`config.mk`:
```
export PLATFORM = sky130hd
export DESIGN_NAME = xcvr_reconfig_mm_fanout
export DESIGN_NICKNAME = d
export VERILOG_FILES = /design/src/rtl/xcvr_fanout_pkg.sv /design/src/rtl/xcvr_fanout_watchdog.sv /design/src/rtl/xcvr_reconfig_mm_fanout.sv
export SDC_FILE = /design/constraint.sdc
export NUM_CORES = 1
export LEC_CHECK = 0
export BUFFER_PORTS_ARGS = -buffer_cell sky130_fd_sc_hd__buf_2
export CORE_AREA = 5 5 162 164
export CTS_CLUSTER_DIAMETER = 120
export DETAILED_ROUTE_END_ITERATION = 16
export DIE_AREA = 0 0 167 169
export PLACE_DENSITY = 0.57
export SYNTH_ARGS = -nofsm -noshare
export SYNTH_HDL_FRONTEND = slang
export SYNTH_SLANG_ARGS = --single-unit
```
`constraint.sdc`:
```
create_clock -name clk -period 4.1 [get_ports clk]
set_clock_uncertainty 0.2 [all_clocks]
set_input_delay 0.615 -clock clk [delete_from_list [all_inputs] [get_ports clk]]
set_output_delay 0.615 -clock clk [all_outputs]
set_load 0.01 [all_outputs]
```
`src/rtl/xcvr_fanout_pkg.sv`:
```
// rtl/xcvr_fanout_pkg.sv - shared types and constants for the transceiver reconfiguration fanout
package xcvr_fanout_pkg;

  typedef enum logic {
    IDLE  = 1'b0,
    ISSUE = 1'b1
  } state_t;

  localparam logic [31:0] ERR_DATA_DEFAULT = 32'hDEADBEEF;
  localparam int          ERR_CNT_W        = 8;

endpackage

```
`src/rtl/xcvr_fanout_watchdog.sv`:
```
// rtl/xcvr_fanout_watchdog.sv - ISSUE-cycle counter raising expire on the last allowed cycle
module xcvr_fanout_watchdog #(
  parameter int TIMEOUT_CYCLES = 1024
) (
  input  logic clk,
  input  logic reset,
  input  logic start,
  input  logic active,
  output logic expire
);

  localparam int CW = $clog2(TIMEOUT_CYCLES);
  localparam logic [CW-1:0] LIMIT = CW'(TIMEOUT_CYCLES - 1);

  logic [CW-1:0] cnt_q;

  // start is the accept cycle, so the first ISSUE cycle sees a count of zero
  always_ff @(posedge clk or negedge reset) begin
    if (!reset) begin
      cnt_q <= '0;
    end else if (start) begin
      cnt_q <= '0;
    end else if (active) begin
      cnt_q <= cnt_q + 1'b1;
    end
  end

  assign expire = active && (cnt_q == LIMIT);

endmodule

```
`src/rtl/xcvr_reconfig_mm_fanout.sv`:
```
// rtl/xcvr_reconfig_mm_fanout.sv - single-outstanding MM fanout to NUM_CH reconfig channels
// Optional watchdog abort enabled by defining XCVR_FANOUT_TIMEOUT_EN.
module xcvr_reconfig_mm_fanout
  import xcvr_fanout_pkg::*;
#(
  parameter int DATA_WIDTH     = 32,
  parameter int HDL_ADDR_WIDTH = 13,
  parameter int NUM_CH         = 4,
  parameter int CH_SEL_WIDTH   = 2,
  parameter int CH_ADDR_WIDTH  = HDL_ADDR_WIDTH - CH_SEL_WIDTH,
  parameter int TIMEOUT_CYCLES = 1024,
  parameter logic [DATA_WIDTH-1:0] ERR_DATA = DATA_WIDTH'(ERR_DATA_DEFAULT)
) (
  input  logic                              clk,
  input  logic                              reset,
  output logic                              s0_waitrequest,
  output logic [DATA_WIDTH-1:0]             s0_readdata,
  output logic                              s0_readdatavalid,
  input  logic [HDL_ADDR_WIDTH-1:0]         s0_address,
  input  logic                              s0_read,
  input  logic                              s0_write,
  input  logic [DATA_WIDTH-1:0]             s0_writedata,
  input  logic [3:0]                        s0_byteenable,
  output logic [NUM_CH*CH_ADDR_WIDTH-1:0]   ch_address,
  output logic [NUM_CH-1:0]                 ch_read,
  output logic [NUM_CH-1:0]                 ch_write,
  output logic [NUM_CH*DATA_WIDTH-1:0]      ch_writedata,
  output logic [NUM_CH*4-1:0]               ch_byteenable,
  input  logic [NUM_CH*DATA_WIDTH-1:0]      ch_readdata,
  input  logic [NUM_CH-1:0]                 ch_waitrequest,
  input  logic                              err_clear,
  output logic                              err_flag,
  output logic [ERR_CNT_W-1:0]              err_count
);

  localparam logic [CH_SEL_WIDTH:0]   NUM_CH_L = (CH_SEL_WIDTH + 1)'(NUM_CH);
  localparam logic [ERR_CNT_W-1:0]    CNT_MAX  = '1;

  state_t state_q, state_d;

  logic [CH_ADDR_WIDTH-1:0] addr_q;
  logic [DATA_WIDTH-1:0]    wdata_q;
  logic [3:0]               be_q;
  logic                     rd_q;
  logic [CH_SEL_WIDTH-1:0]  sel_q;
  logic [NUM_CH-1:0]        ch_read_q, ch_write_q;
  logic                     rdv_q;
  logic [DATA_WIDTH-1:0]    rdata_q;
  logic                     err_flag_q;
  logic [ERR_CNT_W-1:0]     err_cnt_q;

  logic [CH_SEL_WIDTH-1:0]  sel;
  logic                     take, accept, complete, abort, oor, dual, err_event;
  logic                     sel_wait;
  logic [DATA_WIDTH-1:0]    sel_rdata;
  logic [NUM_CH-1:0]        sel_onehot;

  assign sel  = s0_address[HDL_ADDR_WIDTH-1 -: CH_SEL_WIDTH];
  assign oor  = ({1'b0, sel} >= NUM_CH_L);
  assign dual = s0_read & s0_write;
  assign take = (state_q == IDLE) && (s0_read || s0_write);

  // Incoming decode uses the live address; the completion mux uses the latched select
  always_comb begin
    sel_wait   = 1'b0;
    sel_rdata  = '0;
    sel_onehot = '0;
    for (int i = 0; i < NUM_CH; i++) begin
      if (sel_q == CH_SEL_WIDTH'(i)) begin
        sel_wait  = ch_waitrequest[i];
        sel_rdata = ch_readdata[i*DATA_WIDTH +: DATA_WIDTH];
      end
      sel_onehot[i] = (sel == CH_SEL_WIDTH'(i));
    end
  end

`ifdef XCVR_FANOUT_TIMEOUT_EN
  logic expire;

  xcvr_fanout_watchdog #(
    .TIMEOUT_CYCLES(TIMEOUT_CYCLES)
  ) u_watchdog (
    .clk    (clk),
    .reset  (reset),
    .start  (accept),
    .active (state_q == ISSUE),
    .expire (expire)
  );

  // A completion in the expiry cycle wins over the abort
  assign abort = (state_q == ISSUE) && sel_wait && expire;
`else
  assign abort = 1'b0;
`endif

  always_ff @(posedge clk or negedge reset) begin
    if (!reset) begin
      state_q <= IDLE;
    end else begin
      state_q <= state_d;
    end
  end

  always_comb begin
    state_d  = state_q;
    accept   = 1'b0;
    complete = 1'b0;
    case (state_q)
      IDLE: begin
        if (take && !oor) begin
          accept  = 1'b1;
          state_d = ISSUE;
        end
      end
      ISSUE: begin
        if (!sel_wait) begin
          complete = 1'b1;
          state_d  = IDLE;
        end else if (abort) begin
          state_d = IDLE;
        end
      end
      default: state_d = IDLE;
    endcase
  end

  assign err_event = (take && (dual || oor)) || abort;

  always_ff @(posedge clk or negedge reset) begin
    if (!reset) begin
      addr_q     <= '0;
      wdata_q    <= '0;
      be_q       <= '0;
      rd_q       <= 1'b0;
      sel_q      <= '0;
      ch_read_q  <= '0;
      ch_write_q <= '0;
      rdv_q      <= 1'b0;
      rdata_q    <= '0;
      err_flag_q <= 1'b0;
      err_cnt_q  <= '0;
    end else begin
      rdv_q <= 1'b0;
      if (take) begin
        addr_q  <= s0_address[CH_ADDR_WIDTH-1:0];
        wdata_q <= s0_writedata;
        be_q    <= s0_byteenable;
        rd_q    <= s0_read;
        sel_q   <= sel;
      end
      if (accept) begin
        ch_read_q  <= s0_read ? sel_onehot : '0;
        ch_write_q <= s0_read ? '0 : sel_onehot;
      end
      if (take && oor && s0_read) begin
        rdv_q   <= 1'b1;
        rdata_q <= ERR_DATA;
      end
      if (complete || abort) begin
        ch_read_q  <= '0;
        ch_write_q <= '0;
        if (rd_q) begin
          rdv_q   <= 1'b1;
          rdata_q <= complete ? sel_rdata : ERR_DATA;
        end
      end
      // A new error outranks a simultaneous clear
      if (err_event) begin
        err_flag_q <= 1'b1;
        if (err_clear) begin
          err_cnt_q <= ERR_CNT_W'(1);
        end else if (err_cnt_q != CNT_MAX) begin
          err_cnt_q <= err_cnt_q + 1'b1;
        end
      end else if (err_clear) begin
        err_flag_q <= 1'b0;
        err_cnt_q  <= '0;
      end
    end
  end

  assign s0_waitrequest   = (state_q != IDLE);
  assign s0_readdata      = rdata_q;
  assign s0_readdatavalid = rdv_q;
  assign ch_read          = ch_read_q;
  assign ch_write         = ch_write_q;
  assign ch_address       = {NUM_CH{addr_q}};
  assign ch_writedata     = {NUM_CH{wdata_q}};
  assign ch_byteenable    = {NUM_CH{be_q}};
  assign err_flag         = err_flag_q;
  assign err_count        = err_cnt_q;

endmodule
```
* Word level (Yosys, flattened, before mapping)
Index checks and enable logic that the tools add are counted.
** Cells by class
- Add/subtract/negate cells :: 1
- Multipliers :: 0
- Divide/modulo/power cells :: 0
- Order comparisons :: 0
- Eq/ne operators :: 7
- Shift operators :: 0
- Mux-type cells :: 28
- Bitwise operators :: 2
- Reduce and logical (&&, ||, !) cells :: 10
** Operator list (count)
- 32-bit two-way mux :: 4
- 8-bit two-way mux :: 4
- 4-bit two-way mux :: 6
- 1-bit two-way mux :: 13
- 8-bit by 1-bit adder with 8-bit output, second input constant :: 1
- 2-bit == test, second input constant :: 4
- 8-bit != test, second input constant :: 1
- 2-bit nonzero test :: 3
- 2-bit by 1-bit == test with 1-bit output, second input constant :: 2
- 2-bit logical NOT :: 2
- 2-bit AND reduction :: 2
- 1-bit logical AND :: 2
- 1-bit one-hot mux with 2 select lines :: 1
- 1-bit bitwise AND :: 1
- 1-bit logical OR :: 1
- 1-bit inverter :: 1
** Word-level totals
- Register bits after elaboration :: 101
- Bits in latches :: 0
- Memory bits (writable) :: 0
- Bits in read-only memories :: 0
- Output and inout port bits :: 239
- Word-level logic and storage cells :: 60
- Memories kept :: 0

* Longest topological paths before layout
Gate-level depths: netlist of run 1.
- Depth in word-level cells :: 8
- Depth in mapped cells :: 6
- Mapped depth without buffers :: 5

* Least setup slack after synthesis of run 1
Ideal clock, no wire load.
- Path kind :: input-to-reg
- Start point :: input ch_waitrequest[3]
- End point :: register rdata_q[10] (netlist: s0_readdata[10])
- Arrival time :: 1.852 ns
- Data required time :: 3.775 ns
- Slack :: 1.923 ns
- Cell stages on the path :: 5
- Path buffers :: 2
- Cell sequence :: mux4_2 -> buf_6 -> nor2_8 -> buf_12 -> mux2_4
** On the way
- Cells in the longest elaborated chain, start to end :: 4
** RTL lines
- start, declared :: RTL line xcvr_reconfig_mm_fanout.sv:30 : input logic [NUM_CH-1:0] ch_waitrequest,
- 1-bit two-way mux :: RTL line xcvr_reconfig_mm_fanout.sv:69 : if (sel_q == CH_SEL_WIDTH'(i)) begin
- 1-bit two-way mux :: RTL line xcvr_reconfig_mm_fanout.sv:116 : if (!sel_wait) begin
- 1-bit two-way mux :: RTL line xcvr_reconfig_mm_fanout.sv:108 : case (state_q)
- 2-bit AND reduction (no source line)
- end signal, assigned :: RTL line xcvr_reconfig_mm_fanout.sv:164 : rdata_q <= complete ? sel_rdata : ERR_DATA;
- end, declared :: RTL line xcvr_reconfig_mm_fanout.sv:48 : logic [DATA_WIDTH-1:0] rdata_q;
No other way between the ends.
A chain may end at the register's enable or synchronous reset.

* Worst setup path in the final report of run 1
- Start point :: input s0_write
- End point :: register addr_q[10]
** On the way
- Cells in the longest elaborated chain, start to end :: 2
** RTL lines
- start, declared :: RTL line xcvr_reconfig_mm_fanout.sv:21 : input logic s0_write,
- 1-bit logical OR :: RTL line xcvr_reconfig_mm_fanout.sv:61 : assign take = (state_q == IDLE) && (s0_read || s0_write);
- 1-bit logical AND :: RTL line xcvr_reconfig_mm_fanout.sv:61
- end signal, assigned :: RTL line xcvr_reconfig_mm_fanout.sv:145 : addr_q <= s0_address[CH_ADDR_WIDTH-1:0];
- end, declared :: RTL line xcvr_reconfig_mm_fanout.sv:41 : logic [CH_ADDR_WIDTH-1:0] addr_q;
No other way between the ends.

==> results of run 1 <==
[final cells by class]
class,count,area (um2)
Tap cell,330,412.9
Clock inverter,6,70.07
Timing Repair Buffer,430,2170
Fill cell,2551,17070
Multi-Input combinational cell,194,2248
Inverter,3,11.26
Sequential cell,101,2529
Clock buffer,10,239.0
[cells in the final DEF, fill, tap and decap left out, types with 5 or more instances in the layout]
cell type / Yosys / layout
mux2_4: 29 / 29
buf_2: 8 / 423
a21oi_1: 6 / 6
nand2_1: 9 / 9
o21ai_0: 9 / 9
mux4_2: 33 / 33
nor2_1: 11 / 11
nand3_1: 9 / 9
nor3_1: 5 / 5
dfrtp_1: 101 / 100
mux2_2: 52 / 52
buf_4: 142 / 7
clkbuf_16: 0 / 9
[worst register-to-register path, stage by stage, from the launching register on]
cell and delay [ns]:
dfrtp_2 0.39, mux4_2 0.67, nor2_8 0.65, mux2_2 0.43
[layer usage]
metal	routed length, um	track usage (%)	vias to the layer above
met5	40	0	-
met4	392	4.625	4
met3	1826	4.554	20
met2	9440	22.40	263
met1	6644	13.74	2190
li1	-	-	2033
[worst min path at each step]
stage                     start    endpoint  slack (ns)
after floorplan           reset   addr_q[0]        0.12
after global placement     rd_q        rd_q        0.26
after detailed placement   rd_q        rd_q        0.28
after CTS                 reset     be_q[3]        0.19
after global routing      reset   addr_q[1]        0.20
final                     reset  wdata_q[5]        0.14
[power by group]
group	switching, mW	internal (mW)
clock	0.417	0.497
combinational	1.64	1.75
sequential	0.442	1.45
[kinds of logic (layout without fill, tap and decap cells)]
family	Yosys count	count (layout)	synth area share, %
buffers and inverters	165	449	20.43
multiplexers	117	117	29.89
flip-flops	101	101	42.11
AND/OR/NAND/NOR	50	50	4.607
AO/OA/AOI/OAI	25	25	2.606
adder cells (fa/ha/maj)	1	1	0.2084
XOR/XNOR	1	1	0.1460
[through the flow]
stage / total power [mW] / cells / hold slack [ns] / setup slack, ns
after floorplan: 4.845 / 460 / 0.1194 / 1.923
after global placement: 5.347 / 1058 / 0.2632 / 1.286
after detailed placement: 5.388 / 1058 / 0.2764 / 1.222
after CTS: 6.352 / 1074 / 0.1867 / 1.607
after global routing: 6.655 / 1074 / 0.1996 / 1.499
final: 6.195 / 1074 / 0.1368 / 1.651
[sequential cells by signal (all words and copies together), names as in the netlist]
register	count
rd_q	1
sel_q	2
ch_read	4
err_flag	1
err_count	8
s0_readdatavalid	1
be_q	4
wdata_q	32
s0_waitrequest	1
s0_readdata	32
ch_write	4
addr_q	11
[cells in the mapped netlist, types with 6 or more instances]
cell type and count:
nand3_1 9, nor2_1 11, dfrtp_1 101, mux2_4 29, buf_4 142, mux4_2 33
clkbuf_1 7, nand2_1 9, mux2_2 52, o21ai_0 9, a21oi_1 6, buf_2 8
==> metrics.txt, run 1 <==
# TYPE chip_impl_metric gauge
chip_impl_metric{name="fin_crit",unit="ns"} 2.449
chip_impl_info{name="crit_type",value="in -> reg"} 1
chip_impl_metric{name="dp.final_hpwl",unit="mm"} 14.89
chip_impl_metric{name="yosys_register_bits",unit=""} 101
chip_impl_metric{name="globalRouteTotalUtil",unit="%"} 12.57
chip_impl_metric{name="synth_area",unit="um2"} 6002
chip_impl_metric{name="ys_seq_area_share",unit="%"} 42.11
chip_impl_info{name="grt_setup_unrepaired",value="no"} 1
chip_impl_metric{name="synth-edff-count",unit=""} 0
chip_impl_info{name="synth_ff_type",value="dfrtp_1"} 1
chip_impl_metric{name="worstSetupPathDepth",unit=""} 5
chip_impl_metric{name="top_level_ports",unit=""} 425
chip_impl_metric{name="detail_route.wl_per_cell",unit="um"} 17.08
chip_impl_info{name="netlist_top_cells_area",value="dfrtp_1 42%, buf_4 18%, mux4_2 12%"} 1
chip_impl_metric{name="drv_cap",unit=""} 0
chip_impl_info{name="path_delay_family",value="simple AND/OR/NAND/NOR gates"} 1
chip_impl_metric{name="routed_wirelength",unit="mm"} 18.34
chip_impl_metric{name="post_synth_num_cell_types",unit=""} 37
chip_impl_metric{name="initial_util",unit="%"} 24.25
chip_impl_metric{name="nets",unit=""} 926
chip_impl_metric{name="setup.reg_to_reg.worst_slack",unit="ns"} 1.66
chip_impl_metric{name="cp_num_buf_inv",unit=""} 2
chip_impl_metric{name="postSynthNetCount",unit=""} 647
chip_impl_info{name="hold_class",value="in -> async"} 1
chip_impl_info{name="outcome",value="completed"} 1
chip_impl_metric{name="clk_pin_slew_worst_paths",unit="ns"} 0.08
chip_impl_metric{name="drt-pass1-iter-count",unit=""} 6
chip_impl_metric{name="grt_overflow_total",unit=""} 0
chip_impl_info{name="r2r_start",value="sel_q[0]"} 1
chip_impl_info{name="synth_top_area_cell",value="dfrtp_1"} 1
chip_impl_metric{name="syn_area_per_cell",unit="um2"} 13.05
chip_impl_metric{name="final_min_period_over_clock_period",unit="%"} 59.73
chip_impl_metric{name="async_flop_share",unit="%"} 100.0
chip_impl_metric{name="peak_freq",unit="MHz"} 408.3
chip_impl_metric{name="cts_max_path_buffers",unit=""} 2
chip_impl_metric{name="areaGrowthSynthToFinish",unit="%"} 27.96
chip_impl_metric{name="syn_inst",unit=""} 460
chip_impl_metric{name="cp_slowest_stage_delay",unit="ns"} 0.67
chip_impl_info{name="crit_path_top_delay_cell",value="or2_2"} 1
chip_impl_metric{name="die_h",unit="um"} 169
chip_impl_metric{name="cts.htree.levels",unit=""} 3
chip_impl_metric{name="first_pass_grt_wire_length",unit="mm"} 27.51
chip_impl_metric{name="design.core.area",unit="um2"} 24750
chip_impl_metric{name="synth_top_area_share",unit="%"} 42.11
chip_impl_metric{name="grt_pass1_vias",unit=""} 4734
chip_impl_metric{name="final_layout_size_suffix_gt1_share",unit="%"} 76.08
chip_impl_info{name="start_kind",value="primary input"} 1
chip_impl_metric{name="finalMaxSlewViolations",unit=""} 0
chip_impl_metric{name="worstRegToRegCells",unit=""} 3
chip_impl_metric{name="hold_viol",unit=""} 0
chip_impl_metric{name="portBuffers",unit=""} 424
chip_impl_metric{name="cts_setup_buffers",unit=""} 0
chip_impl_metric{name="power_density",unit="nW/um2"} 806.6
chip_impl_metric{name="cp.required",unit="ns"} 4.14
chip_impl_metric{name="ys_warn_count",unit=""} 0
chip_impl_metric{name="antennaDiodeCount",unit=""} 0
chip_impl_metric{name="postRouteAntennaNets",unit=""} 0
chip_impl_metric{name="grt_max_degree",unit=""} 61
chip_impl_metric{name="number_of_buffers_created_by_cts",unit=""} 9
chip_impl_metric{name="clock_network_latency_to_the_later_pin_of_the_worst_skew_pair",unit="ns"} 0.35
chip_impl_metric{name="globalplace.congestion",unit=""} 0.8066
chip_impl_metric{name="grt_antenna_before_repair",unit=""} 3
chip_impl_info{name="crit_path_start",value="s0_write"} 1
chip_impl_metric{name="final-setup-viol-count",unit=""} 0
chip_impl_metric{name="die-area",unit="um2"} 28220
chip_impl_metric{name="num_rows",unit=""} 58
chip_impl_metric{name="route.vias.total",unit=""} 4510
chip_impl_metric{name="routed_via_density",unit=""} 4.199
chip_impl_metric{name="drt-initial-drc-count",unit=""} 106
chip_impl_metric{name="worstPathMaxFanout",unit=""} 30
chip_impl_metric{name="fp.dieW",unit="um"} 167
chip_impl_metric{name="fin_setup_tns",unit="ns"} 0
chip_impl_metric{name="postPlaceCellArea",unit="um2"} 7371
chip_impl_info{name="tritoncts",value="yes"} 1
chip_impl_info{name="timing.rr.end",value="s0_readdata[0]"} 1
chip_impl_metric{name="clkSinkCount",unit=""} 101
chip_impl_metric{name="cts_repair_resize_count",unit=""} 0
chip_impl_metric{name="leakagePower",unit="nW"} 3.897
chip_impl_metric{name="remaining_drc_errors",unit=""} 0
chip_impl_metric{name="holdBufCountCts",unit=""} 0
chip_impl_metric{name="timing_worst_slew_pin_value",unit="ns"} 0.8184
chip_impl_info{name="cells_along_the_critical_path",value="buf_2 -> nor2_1 -> or2_2 -> buf_4 -> mux2_2"} 1
chip_impl_metric{name="stdcell_area",unit="um2"} 7680
chip_impl_info{name="cp-endpoint",value="addr_q[10]"} 1
chip_impl_metric{name="finalCoreUtilization",unit="%"} 31.03
chip_impl_info{name="endpoint_kind",value="flop"} 1
chip_impl_metric{name="worst-endpoint-arrival",unit="ns"} 2.48
chip_impl_metric{name="peakVddDrop",unit="mV"} 0.3274
chip_impl_info{name="clock_tree.root_cell",value="clkbuf_16"} 1
chip_impl_metric{name="slew-limit-headroom",unit="%"} 45.44
No activity file was read; power rests on OpenSTA's default activity.
==> run 2, diff against run 1 <==
--- a/config.mk
+++ b/config.mk
@@ -6,11 +6,11 @@
 export NUM_CORES = 1
 export LEC_CHECK = 0
 export BUFFER_PORTS_ARGS = -buffer_cell sky130_fd_sc_hd__buf_2
-export CORE_AREA = 5 5 162 164
+export CORE_AREA = 5 5 161 163
 export CTS_CLUSTER_DIAMETER = 120
 export DETAILED_ROUTE_END_ITERATION = 16
-export DIE_AREA = 0 0 167 169
-export PLACE_DENSITY = 0.57
+export DIE_AREA = 0 0 166 168
+export PLACE_DENSITY = 0.59
 export SYNTH_ARGS = -nofsm -noshare
 export SYNTH_HDL_FRONTEND = slang
 export SYNTH_SLANG_ARGS = --single-unit
==> constraint.sdc (replaced) <==
create_clock -name clk -period 2 [get_ports clk]
set_clock_uncertainty 0.2 [all_clocks]
set_input_delay 0.3 -clock clk [delete_from_list [all_inputs] [get_ports clk]]
set_output_delay 0.3 -clock clk [all_outputs]
set_load 0.01 [all_outputs]
==> run 2 against run 1 <==
Compared with the run above:
- die area fell by 1.2%
- register-to-register slack got worse by 1.6 ns
- critical path depth fell by 1
- first-iteration DRC count rose by 53%
- clock power rose by 120%
- global-route usage rose by 0.17 points
- wire length fell by 0.25%
- clock-buffer cell count did not move
- highest routed layer is now met4
==> metrics.txt, run 2 (synthesized netlist as in run 1, its figures left out) <==
# TYPE chip_impl_metric gauge
chip_impl_metric{name="globalplace.congestion",unit=""} 0.7979
chip_impl_info{name="tritoncts",value="yes"} 1
chip_impl_metric{name="cts.htree.levels",unit=""} 3
chip_impl_metric{name="nets",unit=""} 983
chip_impl_metric{name="clkSinkCount",unit=""} 101
chip_impl_metric{name="routed_wirelength",unit="mm"} 18.30
chip_impl_metric{name="detail_route.wl_per_cell",unit="um"} 16.28
chip_impl_metric{name="number_of_filler_cells_placed_in_the_layout",unit=""} 2422
chip_impl_metric{name="grt_antenna_before_repair",unit=""} 0
chip_impl_metric{name="worst-endpoint-arrival",unit="ns"} 2.00
chip_impl_metric{name="place_worst_setup_slack",unit="ns"} 0.01261
chip_impl_metric{name="top_level_ports",unit=""} 425
chip_impl_metric{name="hold_slack",unit="ns"} 0.02033
chip_impl_metric{name="peak_freq",unit="MHz"} 507.5
chip_impl_metric{name="grt_overflow_total",unit=""} 0
chip_impl_metric{name="portBuffers",unit=""} 424
chip_impl_metric{name="route.vias.total",unit=""} 4674
chip_impl_metric{name="drv_cap",unit=""} 0
chip_impl_metric{name="postRouteAntennaNets",unit=""} 0
chip_impl_metric{name="worstPathMaxFanout",unit=""} 18
chip_impl_metric{name="initial_util",unit="%"} 24.83
chip_impl_metric{name="fin_crit",unit="ns"} 1.971
chip_impl_metric{name="register_area",unit="um2"} 2529
chip_impl_info{name="mostFrequentLayoutCell",value="buf_2"} 1
chip_impl_metric{name="areaGrowthSynthToFinish",unit="%"} 38.00
chip_impl_info{name="hold_class",value="in -> reg"} 1
chip_impl_metric{name="timing_worst_slew_pin_value",unit="ns"} 0.5309
chip_impl_metric{name="clk_pin_slew_worst_paths",unit="ns"} 0.07
chip_impl_metric{name="post-route-worst-setup-slack",unit="ns"} 0.02937
chip_impl_info{name="r2r_start",value="sel_q[0]"} 1
chip_impl_metric{name="drt-pass1-iter-count",unit=""} 4
chip_impl_info{name="start_kind",value="flop"} 1
chip_impl_metric{name="antennaDiodeCount",unit=""} 0
chip_impl_info{name="endpoint_kind",value="flop"} 1
chip_impl_metric{name="design.core.area",unit="um2"} 24180
chip_impl_info{name="layout_common_cells",value="423 x buf_2, 100 x dfrtp_1, 52 x mux2_2, 47 x dlygate4sd3_1, 33 x mux4_2"} 1
chip_impl_metric{name="die-area",unit="um2"} 27890
chip_impl_metric{name="routed_via_density",unit=""} 4.158
chip_impl_metric{name="placed_cells",unit=""} 1062
chip_impl_metric{name="drt-initial-drc-count",unit=""} 162
chip_impl_metric{name="slew-limit-headroom",unit="%"} 64.61
chip_impl_metric{name="worstRegToRegCells",unit=""} 4
chip_impl_metric{name="dp.final_hpwl",unit="mm"} 14.87
chip_impl_metric{name="finish.cell_count_without_fillers",unit=""} 1124
chip_impl_info{name="crit_type",value="reg -> reg"} 1
chip_impl_metric{name="clock_network_latency_to_the_later_pin_of_the_worst_skew_pair",unit="ns"} 0.34
chip_impl_metric{name="first_pass_grt_wire_length",unit="mm"} 28.52
chip_impl_metric{name="globalRouteTotalUtil",unit="%"} 12.74
chip_impl_info{name="timing.rr.end",value="s0_readdata[26]"} 1
chip_impl_metric{name="final_layout_size_suffix_gt1_share",unit="%"} 71.75
chip_impl_metric{name="power_density",unit="nW/um2"} 1585
chip_impl_metric{name="finalMaxSlewViolations",unit=""} 0
chip_impl_metric{name="cts_max_path_buffers",unit=""} 2
chip_impl_metric{name="die_h",unit="um"} 168
chip_impl_metric{name="timing.hold.worst_path_depth",unit=""} 2
chip_impl_metric{name="multiInputGateArea",unit="um2"} 2248
chip_impl_metric{name="final_min_period_over_clock_period",unit="%"} 98.53
chip_impl_metric{name="finalCoreUtilization",unit="%"} 34.26
chip_impl_info{name="min_from",value="s0_writedata[24]"} 1
chip_impl_metric{name="number_of_buffers_created_by_cts",unit=""} 9
chip_impl_info{name="hold_path_end",value="wdata_q[24]"} 1
chip_impl_info{name="outcome",value="completed"} 1
chip_impl_metric{name="grt_max_degree",unit=""} 61
chip_impl_metric{name="peakVddDrop",unit="mV"} 1.003
chip_impl_metric{name="final-setup-viol-count",unit=""} 0
chip_impl_metric{name="hold_viol",unit=""} 0
chip_impl_metric{name="grt_pass1_vias",unit=""} 5089
chip_impl_metric{name="fp.dieW",unit="um"} 166
chip_impl_metric{name="num_rows",unit=""} 57
chip_impl_metric{name="remaining_drc_errors",unit=""} 0
chip_impl_metric{name="setup.reg_to_reg.worst_slack",unit="ns"} 0.03
chip_impl_metric{name="leakagePower",unit="nW"} 4.165
chip_impl_info{name="clock_tree.root_cell",value="clkbuf_16"} 1
chip_impl_info{name="grt_setup_unrepaired",value="yes"} 1
chip_impl_metric{name="cp.required",unit="ns"} 2.02
## run 2: through the flow
stage / setup TNS (ns) / power [mW] / instance area (um2)
after floorplan: -0.6310 / 9.934 / 6002
after global placement: 0 / 11.14 / 7476
after detailed placement: 0 / 11.23 / 7476
after CTS: 0 / 13.40 / 8283
after global routing: -0.3214 / 14.08 / 8283
final: 0 / 13.13 / 8283
## run 2: critical path, cell delays in order, from the launching register on
cell and delay [ns]:
dfrtp_2 0.39, mux4_2 0.58, nor2_8 0.17, buf_12 0.20
mux2_4 0.31
## run 2: report_power, final
| part | internal, mW | switching [mW] | total (mW) |
|---|---|---|---|
| combinational | 3.78 | 3.42 | 7.20 |
| sequential | 2.97 | 0.925 | 3.90 |
| clock | 1.23 | 0.802 | 2.03 |
| total | 7.98 | 5.15 | 13.1 |
## run 2: per-layer routing
layer  global-route usage (%)  share of wire [%]  vias up
li1                         -                  -     2154
met1                    13.57                 35     2231
met2                    23.53                 53      277
met3                    4.807                9.6       12
met4                    3.694                1.7        0
met5                        0                  0        -
## run 2: what timing repair did
item | in CTS | in global routing
buffers inserted | 0 | 0
hold buffers | 47 | 0
setup endpoints to repair | 0 | 25
endpoints found under the hold margin | 147 | 0
resized for setup | 0 | 0
## run 2: worst max-delay path by stage
stage	from	to	cells after the start
detailed placement	sel_q[0]	s0_readdata[26]	4
global placement	sel_q[0]	s0_readdata[30]	4
global route	sel_q[0]	s0_readdata[26]	4
floorplan	sel_q[0]	s0_readdata[10]	6
CTS	sel_q[0]	s0_readdata[21]	4
finish	sel_q[0]	s0_readdata[26]	4
## run 2: area by class of cell
cell class	count	share of cell area [%]
Timing Repair Buffer	487	33.23
Sequential cell	101	30.53
Multi-Input combinational cell	194	27.15
Tap cell	324	4.894
Clock buffer	10	2.764
Clock inverter	5	1.299
Inverter	3	0.1360
==> run 3, diff against run 2 <==
--- a/config.mk
+++ b/config.mk
@@ -6,11 +6,12 @@
 export NUM_CORES = 1
 export LEC_CHECK = 0
 export BUFFER_PORTS_ARGS = -buffer_cell sky130_fd_sc_hd__buf_2
-export CORE_AREA = 5 5 161 163
+export CORE_AREA = 5 5 164 166
+export CTS_BUF_LIST = sky130_fd_sc_hd__clkbuf_8
 export CTS_CLUSTER_DIAMETER = 120
 export DETAILED_ROUTE_END_ITERATION = 16
-export DIE_AREA = 0 0 166 168
-export PLACE_DENSITY = 0.59
+export DIE_AREA = 0 0 169 171
+export PLACE_DENSITY = 0.57
 export SYNTH_ARGS = -nofsm -noshare
 export SYNTH_HDL_FRONTEND = slang
 export SYNTH_SLANG_ARGS = --single-unit
==> run 3 against run 2 <==
Compared with the run above:
- worst hold slack better by 0.049 ns
- sequential power fell by 2%
- global-route usage decreased by 1.3 points
- first-iteration DRC count fell by 6.8%
- clock power shrank 33%
- core utilization decreased by 1.9 points
- wire length shrank 4.7%
- via count decreased by 0.64%
- non-clock buffer count grew 5
- worst setup slack better by 0.015 ns
==> metrics.txt, run 3 (synthesized netlist as in run 1, its figures left out) <==
# TYPE chip_impl_metric gauge
chip_impl_metric{name="cts_repair_resize_count",unit=""} 0
chip_impl_info{name="clock_tree.root_cell",value="clkbuf_8"} 1
chip_impl_metric{name="fin_crit",unit="ns"} 1.956
chip_impl_metric{name="clk_pin_slew_worst_paths",unit="ns"} 0.11
chip_impl_metric{name="post-route-worst-setup-slack",unit="ns"} 0.04394
chip_impl_metric{name="grt_pass1_vias",unit=""} 4810
chip_impl_metric{name="clkSinkCount",unit=""} 101
chip_impl_info{name="hold_path_end",value="sel_q[1]"} 1
chip_impl_metric{name="multiInputGateArea",unit="um2"} 2248
chip_impl_metric{name="drt-initial-drc-count",unit=""} 151
chip_impl_metric{name="place_worst_setup_slack",unit="ns"} 0.01641
chip_impl_metric{name="timing.hold.worst_path_depth",unit=""} 2
chip_impl_info{name="tritoncts",value="yes"} 1
chip_impl_metric{name="hold_viol",unit=""} 0
chip_impl_metric{name="register_area",unit="um2"} 2529
chip_impl_metric{name="cts_setup_buffers",unit=""} 0
chip_impl_metric{name="antennaDiodeCount",unit=""} 0
chip_impl_metric{name="peakVddDrop",unit="mV"} 0.8025
chip_impl_metric{name="setup.reg_to_reg.worst_slack",unit="ns"} 0.04
chip_impl_metric{name="route.vias.total",unit=""} 4644
chip_impl_metric{name="finalCoreUtilization",unit="%"} 32.34
chip_impl_metric{name="timing_worst_slew_pin_value",unit="ns"} 0.4294
chip_impl_metric{name="portBuffers",unit=""} 424
chip_impl_metric{name="postRouteAntennaNets",unit=""} 0
chip_impl_info{name="crit_type",value="reg -> reg"} 1
chip_impl_metric{name="grt_antenna_before_repair",unit=""} 1
chip_impl_metric{name="number_of_buffers_created_by_cts",unit=""} 9
chip_impl_metric{name="die_h",unit="um"} 171
chip_impl_metric{name="die-area",unit="um2"} 28900
chip_impl_info{name="r2r_start",value="sel_q[0]"} 1
chip_impl_info{name="layout_common_cells",value="423 x buf_2, 100 x dfrtp_1, 52 x mux2_2, 49 x dlygate4sd3_1, 33 x mux4_2"} 1
chip_impl_metric{name="routed-wl-met3",unit="mm"} 1.861
chip_impl_metric{name="final_layout_size_suffix_gt1_share",unit="%"} 71.84
chip_impl_metric{name="routed_via_density",unit=""} 4.070
chip_impl_metric{name="number_of_filler_cells_placed_in_the_layout",unit=""} 2600
chip_impl_metric{name="slew-limit-headroom",unit="%"} 71.38
chip_impl_metric{name="power_density",unit="nW/um2"} 1505
chip_impl_metric{name="worstRegToRegCells",unit=""} 4
chip_impl_metric{name="fin_setup_tns",unit="ns"} 0
chip_impl_metric{name="design.core.area",unit="um2"} 25470
chip_impl_metric{name="detailroute.wirelength.met2",unit="mm"} 8.980
chip_impl_metric{name="cts_max_path_buffers",unit=""} 2
chip_impl_metric{name="remaining_drc_errors",unit=""} 0
chip_impl_metric{name="dp.final_hpwl",unit="mm"} 14.15
chip_impl_metric{name="num_rows",unit=""} 59
chip_impl_metric{name="grt_max_degree",unit=""} 47
chip_impl_metric{name="final_min_period_over_clock_period",unit="%"} 97.80
chip_impl_metric{name="nets",unit=""} 988
chip_impl_metric{name="worst-endpoint-arrival",unit="ns"} 2.01
chip_impl_metric{name="clock_network_latency_to_the_later_pin_of_the_worst_skew_pair",unit="ns"} 0.37
chip_impl_metric{name="cts.htree.levels",unit=""} 3
chip_impl_metric{name="leakagePower",unit="nW"} 4.136
chip_impl_metric{name="globalplace.congestion",unit=""} 0.8174
chip_impl_metric{name="grt_overflow_total",unit=""} 0
chip_impl_info{name="hold_class",value="in -> reg"} 1
chip_impl_metric{name="fp.dieW",unit="um"} 169
chip_impl_metric{name="placed_cells",unit=""} 1076
chip_impl_info{name="grt_setup_unrepaired",value="yes"} 1
chip_impl_info{name="min_from",value="s0_address[12]"} 1
chip_impl_metric{name="globalRouteTotalUtil",unit="%"} 11.43
chip_impl_metric{name="drt-pass1-iter-count",unit=""} 4
chip_impl_info{name="mostFrequentLayoutCell",value="buf_2"} 1
chip_impl_info{name="outcome",value="completed"} 1
chip_impl_metric{name="first_pass_grt_wire_length",unit="mm"} 26.03
chip_impl_metric{name="final-setup-viol-count",unit=""} 0
chip_impl_metric{name="routed_wirelength",unit="mm"} 17.44
chip_impl_metric{name="cp.required",unit="ns"} 2.06
chip_impl_info{name="endpoint_kind",value="flop"} 1
chip_impl_info{name="timing.rr.end",value="s0_readdata[30]"} 1
chip_impl_metric{name="drv_cap",unit=""} 0
chip_impl_metric{name="detail_route.wl_per_cell",unit="um"} 15.28
chip_impl_metric{name="areaGrowthSynthToFinish",unit="%"} 37.23
chip_impl_metric{name="initial_util",unit="%"} 23.57
chip_impl_metric{name="finish.cell_count_without_fillers",unit=""} 1141
chip_impl_metric{name="worstPathMaxFanout",unit=""} 20
chip_impl_metric{name="peak_freq",unit="MHz"} 511.2
chip_impl_info{name="start_kind",value="flop"} 1
chip_impl_metric{name="finalMaxSlewViolations",unit=""} 0
chip_impl_info{name="dr.max_layer_used",value="met5"} 1
chip_impl_metric{name="met1Wirelength",unit="mm"} 6.237
chip_impl_metric{name="top_level_ports",unit=""} 425
==> run 3: report_power, final <==
group | switching [mW] | internal [mW]
clock network | 0.771 | 0.596
logic | 3.40 | 3.82
registers | 0.837 | 2.97
total | 5.01 | 7.39
==> run 3: layer usage <==
| metal | vias to the layer above | global-route usage (%) |
|---|---|---|
| met4 | 2 | 3.850 |
| met5 | - | 0 |
| met2 | 265 | 20.69 |
| met3 | 18 | 3.835 |
| met1 | 2202 | 12.60 |
| li1 | 2157 | - |
==> run 3: worst max path at each step <==
stage	from	slack, ns	end	cells past startpoint
after floorplan	sel_q[0]	-0.02	s0_readdata[10]	6
after CTS	sel_q[0]	0.03	s0_readdata[30]	4
final	sel_q[0]	0.04	s0_readdata[30]	4
after global placement	ch_waitrequest[3]	0.03	s0_readdata[28]	5
after detailed placement	ch_waitrequest[3]	0.02	s0_readdata[6]	5
after global routing	sel_q[0]	-0.02	s0_readdata[30]	4
==> run 3: area by class of cell <==
cell class,count,area share [%]
clock inverter,7,1.033
multi-input combinational,194,27.30
sequential,101,30.70
inverter,3,0.1367
clock buffer,9,1.504
timing repair buffer,492,34.24
tap,335,5.089
==> run 3: per-stage QoR <==
step	power [mW]	hold slack (ns)	area (um2)
2_1_floorplan	9.934	-0.1956	6002
3_3_place_gp	11.05	0.04513	7537
3_5_place_dp	11.14	0.04639	7537
4_1_cts	12.66	0.03048	8237
5_1_grt	13.30	0.04534	8237
6_report	12.40	0.06889	8237
==> run 3: worst max-delay path: stages, from the launching register on <==
cell     delay (ns)
dfrtp_2        0.39
mux4_2         0.57
nor2_8         0.15
buf_12         0.21
mux2_4         0.31
==> run 3: what timing repair did <==
action                                  CTS  global route
endpoints found under the setup margin    0            11
hold buffers                             49             0
endpoints found under the hold margin   155             0
